[src/rtl/aes_req_arbiter.sv]
// ============================================================================
// Module  : aes_req_arbiter
// Brief   : Two-requester round-robin front end for an AES core, with key reuse.
// Rev     : 1.0
// ============================================================================
`default_nettype none

module aes_req_arbiter #(
    parameter int KEY_REUSE = 1
) (
    input  logic         clk,
    input  logic         rst_n,
    input  logic [1:0]   req,
    input  logic [1:0]   req_encdec,
    input  logic [1:0]   req_keylen,
    input  logic [255:0] req_key0,
    input  logic [255:0] req_key1,
    input  logic [127:0] req_block0,
    input  logic [127:0] req_block1,
    output logic [1:0]   gnt,
    output logic [1:0]   rsp_valid,
    output logic [127:0] rsp_data,
    output logic         busy,
    output logic         core_init,
    output logic         core_next,
    output logic         core_encdec,
    output logic         core_keylen,
    output logic [255:0] core_key,
    output logic [127:0] core_block,
    input  logic         core_ready,
    input  logic         core_result_valid,
    input  logic [127:0] core_result
);

    typedef enum logic [2:0] {
        IDLE   = 3'd0,
        INIT   = 3'd1,
        KBLANK = 3'd2,
        KWAIT  = 3'd3,
        NEXT   = 3'd4,
        RBLANK = 3'd5,
        RWAIT  = 3'd6
    } state_t;

    state_t         state_q, state_d;
    logic           owner_q, owner_d;
    logic           last_owner_q, last_owner_d;
    logic           key_valid_q, key_valid_d;
    logic [255:0]   key_store_q, key_store_d;
    logic           keylen_store_q, keylen_store_d;
    logic [1:0]     gnt_q, gnt_d;
    logic [1:0]     rsp_valid_q, rsp_valid_d;
    logic [127:0]   rsp_data_q, rsp_data_d;
    logic           core_encdec_q, core_encdec_d;
    logic           core_keylen_q, core_keylen_d;
    logic [255:0]   core_key_q, core_key_d;
    logic [127:0]   core_block_q, core_block_d;

    logic           w_win;
    logic [255:0]   w_win_key;
    logic [127:0]   w_win_block;
    logic           w_win_keylen;
    logic           w_win_encdec;
    logic           w_key_hit;

    // On a tie the requester that did not finish the last job wins.
    assign w_win        = (req == 2'b11) ? ~last_owner_q : req[1];
    assign w_win_key    = w_win ? req_key1 : req_key0;
    assign w_win_block  = w_win ? req_block1 : req_block0;
    assign w_win_keylen = req_keylen[w_win];
    assign w_win_encdec = req_encdec[w_win];
    assign w_key_hit    = (KEY_REUSE != 0) && key_valid_q &&
                          (w_win_key == key_store_q) && (w_win_keylen == keylen_store_q);

    always_comb begin
        state_d        = state_q;
        owner_d        = owner_q;
        last_owner_d   = last_owner_q;
        key_valid_d    = key_valid_q;
        key_store_d    = key_store_q;
        keylen_store_d = keylen_store_q;
        rsp_data_d     = rsp_data_q;
        core_encdec_d  = core_encdec_q;
        core_keylen_d  = core_keylen_q;
        core_key_d     = core_key_q;
        core_block_d   = core_block_q;
        gnt_d          = 2'b00;
        rsp_valid_d    = 2'b00;
        case (state_q)
            IDLE: begin
                if (|req) begin
                    owner_d       = w_win;
                    gnt_d         = w_win ? 2'b10 : 2'b01;
                    core_key_d    = w_win_key;
                    core_block_d  = w_win_block;
                    core_keylen_d = w_win_keylen;
                    core_encdec_d = w_win_encdec;
                    state_d       = w_key_hit ? NEXT : INIT;
                end
            end
            INIT:   state_d = KBLANK;
            KBLANK: state_d = KWAIT;
            KWAIT: begin
                if (core_ready) begin
                    key_store_d    = core_key_q;
                    keylen_store_d = core_keylen_q;
                    key_valid_d    = 1'b1;
                    state_d        = NEXT;
                end
            end
            NEXT:   state_d = RBLANK;
            RBLANK: state_d = RWAIT;
            RWAIT: begin
                if (core_result_valid) begin
                    rsp_data_d   = core_result;
                    rsp_valid_d  = owner_q ? 2'b10 : 2'b01;
                    last_owner_d = owner_q;
                    state_d      = IDLE;
                end
            end
            default: state_d = IDLE;
        endcase
    end

    always_ff @(posedge clk or negedge rst_n) begin
        if (!rst_n) begin
            state_q        <= IDLE;
            owner_q        <= 1'b0;
            last_owner_q   <= 1'b1;
            key_valid_q    <= 1'b0;
            key_store_q    <= '0;
            keylen_store_q <= 1'b0;
            gnt_q          <= 2'b00;
            rsp_valid_q    <= 2'b00;
            rsp_data_q     <= '0;
            core_encdec_q  <= 1'b0;
            core_keylen_q  <= 1'b0;
            core_key_q     <= '0;
            core_block_q   <= '0;
        end else begin
            state_q        <= state_d;
            owner_q        <= owner_d;
            last_owner_q   <= last_owner_d;
            key_valid_q    <= key_valid_d;
            key_store_q    <= key_store_d;
            keylen_store_q <= keylen_store_d;
            gnt_q          <= gnt_d;
            rsp_valid_q    <= rsp_valid_d;
            rsp_data_q     <= rsp_data_d;
            core_encdec_q  <= core_encdec_d;
            core_keylen_q  <= core_keylen_d;
            core_key_q     <= core_key_d;
            core_block_q   <= core_block_d;
        end
    end

    assign gnt         = gnt_q;
    assign rsp_valid   = rsp_valid_q;
    assign rsp_data    = rsp_data_q;
    assign busy        = (state_q != IDLE);
    assign core_init   = (state_q == INIT);
    assign core_next   = (state_q == NEXT);
    assign core_encdec = core_encdec_q;
    assign core_keylen = core_keylen_q;
    assign core_key    = core_key_q;
    assign core_block  = core_block_q;

endmodule

`default_nettype wire

[config.mk]
export PLATFORM = sky130hd
export DESIGN_NAME = aes_req_arbiter
export DESIGN_NICKNAME = d
export VERILOG_FILES = /design/src/rtl/aes_req_arbiter.sv
export SDC_FILE = /design/constraint.sdc
export NUM_CORES = 1
export LEC_CHECK = 0
export ABC_AREA = 1
export BUFFER_PORTS_ARGS = -buffer_cell sky130_fd_sc_hd__buf_2
export CAP_MARGIN = 0
export CORE_AREA = 2 2 548 550
export DETAILED_ROUTE_END_ITERATION = 7
export DIE_AREA = 0 0 550 552
export PLACE_DENSITY = 0.39
export SLEW_MARGIN = 30
export SYNTH_ARGS = -nofsm -noshare
export SYNTH_HDL_FRONTEND = slang
export SYNTH_SLANG_ARGS = --single-unit
[constraint.sdc]
create_clock -name clk -period 3.6 [get_ports clk]
set_input_delay 0 -clock clk [delete_from_list [all_inputs] [get_ports clk]]
set_output_delay 0 -clock clk [all_outputs]
set_load 0.03 [all_outputs]
==> flow_summary.toml <==
[pwr]
ir_drop_uv = 856.3
p_sw_mw = 25.59
swShare_pct = 46.74
p_leak_nw = 33.63
pwr_density_cell_mw_per_mm2 = 802.1
p_seq_share_pct = 29.6
p_int_mw = 29.16
pwr-share-clk_pct = 20.8
combinationalPowerShare_pct = 49.6

[worst_setup_path]
path_cells = "nor2_1 -> inv_1 -> nor2_1 -> inv_1 -> nor2_4 -> buf_16 -> nand3_1 -> dlygate4sd3_1 -> o21ai_0 -> dlygate4sd3_1"
critPathBufInv = 5
critPathTopFamily = "buffers and inverters"
worstSetupStartpointType = "flop"
cp.required_ps = 4370
crit_fanout = 131
end_kind = "flop"
arrival_ps = 4110
crit_type = "flop to flop"
worst_path_largest_cell_delay_ps = 610
slowest_stage = "dlygate4sd3_1"

[yosys]
ys_seq_elements = 781
synth-seq-area-share_pct = 50.44
synth_top_area_share_pct = 50.37
synth_cell_types = 26
synthesis.area_mm2 = 0.03875
postSynthCellCount = 4974
syn-num-nets = 5880
syn_avg_cell_area_um2 = 7.790
synth_area_leader_cell = "dfrtp_1"
synth_warnings = 0
yosys-top-cells-area = "dfrtp_1 50%, nand2_1 19%, o21ai_0 6.6%"

[placed_design]
dpl.hpwl_um = 202100
dp_slack_ps = -538.0
postPlaceCellArea_mm2 = 0.05090
port_buffers = 1426
place.gp.congestion = 0.9208

[drt]
drc_errors = 0
detail_route.vias_per_cell = 3.859
drt-initial-drc-count = 2922
dr.pass1.iters = 6
ant_nets = 0
num_vias = 45610
routed_wirelength_um = 260900
wl_per_cell_um = 22.08

[die]
fp.dieArea_mm2 = 0.3036
initial_core_util_pct = 12.99
dieHeight_um = 552
fp.dieW_um = 550
rows = 201
io_pins = 1427
fp.coreArea_mm2 = 0.2983

[grt]
grt-ovfl-total = 0
grt_first_pass_wirelength_um = 356500
grtUsageTotal_pct = 16.51
grt_max_degree = 165
grt_pass1_vias = 46272
antenna_found_initial = 115

[clocking]
clock_tree.root_cell = "clkbuf_16"
cts_buffer_depth = 4
cts_made_buffers = 109
clkSinkCount = 781
h-tree-depth = 3
cts_tree = "yes"
clk-insertion-delay-late_ps = 840
path_clk_slew_ps = 60

[timing]
rsz0062_at_grt = "yes"
finalClockSkew_ps = 62.70
setup_viol = 0
max_clock_freq_mhz = 299.1
fin_crit_sh_pct = 92.86
setup_ws_ps = 257.0
finalMaxSlewViolations = 0
min_period_ps = 3343
relSlewSlack_pct = 25.71
worstMarginPinSlew_ps = 1114
final_hold_viol_count = 0

[finish]
regArea_mm2 = 0.01955
area_delta_synth_final_pct = 76.17
n_fill_cell = 33226
multi_input_area_mm2 = 0.01635
layout-drive-gt1-share_pct = 23.83
postLayoutCellArea_mm2 = 0.06826
fin_nets = 8596

[run]
cap_violations = 0

[run_status]
outcome = "finished, final reports clean"

[hold_path]
hold_class = "primary input to flop"
==> layout by cell type, fill, tap and decap left out, types with 137 or more instances in the layout <==
cell           instances
nand2_1             1968
buf_2               1424
dlygate4sd3_1       1328
dfrtp_1              780
o21ai_0              510
inv_1                488
nand3_1              341
nand3b_1             285
nor2_1               137
mux2_2               137
==> registers in the layout (all words and copies together), names as in the netlist <==
signal,count
core_encdec,1
rsp_valid,2
key_valid_q,1
key_store_q,256
rsp_data,128
core_keylen,1
last_owner_q,1
core_block,128
keylen_store_q,1
owner_q,1
state_q,3
gnt,2
core_key,256
==> metal layers <==
layer  up-vias  track usage, %  part of all wire [%]
met1     22178           18.56                    39
met3       439           4.906                   7.8
met2      1619           28.67                    49
met4        42           7.184                   4.7
li1      21332               -                     -
met5         -               0                  0.10
==> logic make-up (layout without fill, tap and decap cells) <==
family	Yosys count	after routing	synth area share, %
other cells	0	91	0
compound gates	530	530	6.875
flops	781	781	50.44
buf+inv	745	3541	7.640
mux	137	137	3.982
simple gates	2781	2782	31.06
==> power by group through the flow <==
stage	registers (mW)	logic, mW	clock network (mW)
CTS	16.2	27.5	11.8
floorplan	21.0	8.46	0
detailed placement	16.3	24.3	0
finish	16.2	27.2	11.4
global placement	16.2	24.2	0
global route	16.7	29.4	12.1
==> layout make-up <==
cell class	count	area share [%]
clock inverter	30	0.6690
sequential	781	28.63
inverter	490	2.724
multi-input combinational	3449	23.96
timing repair buffer	2859	31.78
antenna	91	0.3336
tap	3958	7.255
clock buffer	162	4.654
==> per-stage QoR <==
stage	hold slack (ps)	util [%]	TNS, ps	total power [mW]	std cells
3_3_place_gp	78.81	17.06	-1014	40.39	10201
5_1_grt	45.01	22.86	-9.691	58.27	11787
3_5_place_dp	78.83	17.06	-990.2	40.56	10201
2_1_floorplan	-295.6	-	0	29.45	4974
4_1_cts	1.618	22.79	0	55.51	11728
6_report	65.08	22.89	0	54.75	11820
==> worst min-delay path, delay by kind of cell <==
kind / cells / cell delay [ps]
buf+inv: 2 / 730
mux: 1 / 130
==> path summary, 6_finish.rpt <==
check | cells after the start | to | slack, ps | startpoint
worst max-delay path | 10 | core_key[251]$_DFFE_PN0P_ | 260 | state_q[1]$_DFFE_PN0P_
worst min-delay path | 3 | rsp_data[7]$_DFFE_PN0P_ | 70 | core_result[7]
worst max register to register | 10 | core_key[251]$_DFFE_PN0P_ | 260 | state_q[1]$_DFFE_PN0P_
worst min register to register | 1 | rsp_valid[0]$_DFF_PN0_ | 430 | owner_q$_DFFE_PN0P_
max in group asynchronous | 3 | core_key[111]$_DFFE_PN0P_ | 2790 | rst_n
min in group asynchronous | 3 | key_store_q[57]$_DFFE_PN0P_ | 120 | rst_n
==> repair_timing <==
action / in CTS / in global routing
gates cloned: 2 / 1
hold buffers: 1329 / 0
pin swaps: 5 / 4
gates resized for setup: 12 / 9
endpoints found under the hold margin: 1148 / 0
buffers inserted: 4 / 0
endpoints found under the setup margin: 2 / 2
==> Yosys cell counts <==
master	n
o211ai_1	2
buf_1	11
inv_2	2
clkbuf_1	126
nor3_1	1
nor2_1	146
nand2_1	1970
inv_1	488
nand3_1	342
dfstp_2	1
nand3b_1	285
o21ai_0	510
nand2_2	1
buf_4	4
buf_6	1
mux2_2	137
nor2_2	1
and2_1	1
o21bai_1	1
buf_2	113
a21oi_1	7
o21ai_1	9
dfrtp_1	780
nand4_1	33
nand2_4	1
o221ai_1	1
No activity file was read; power rests on OpenSTA's default activity.
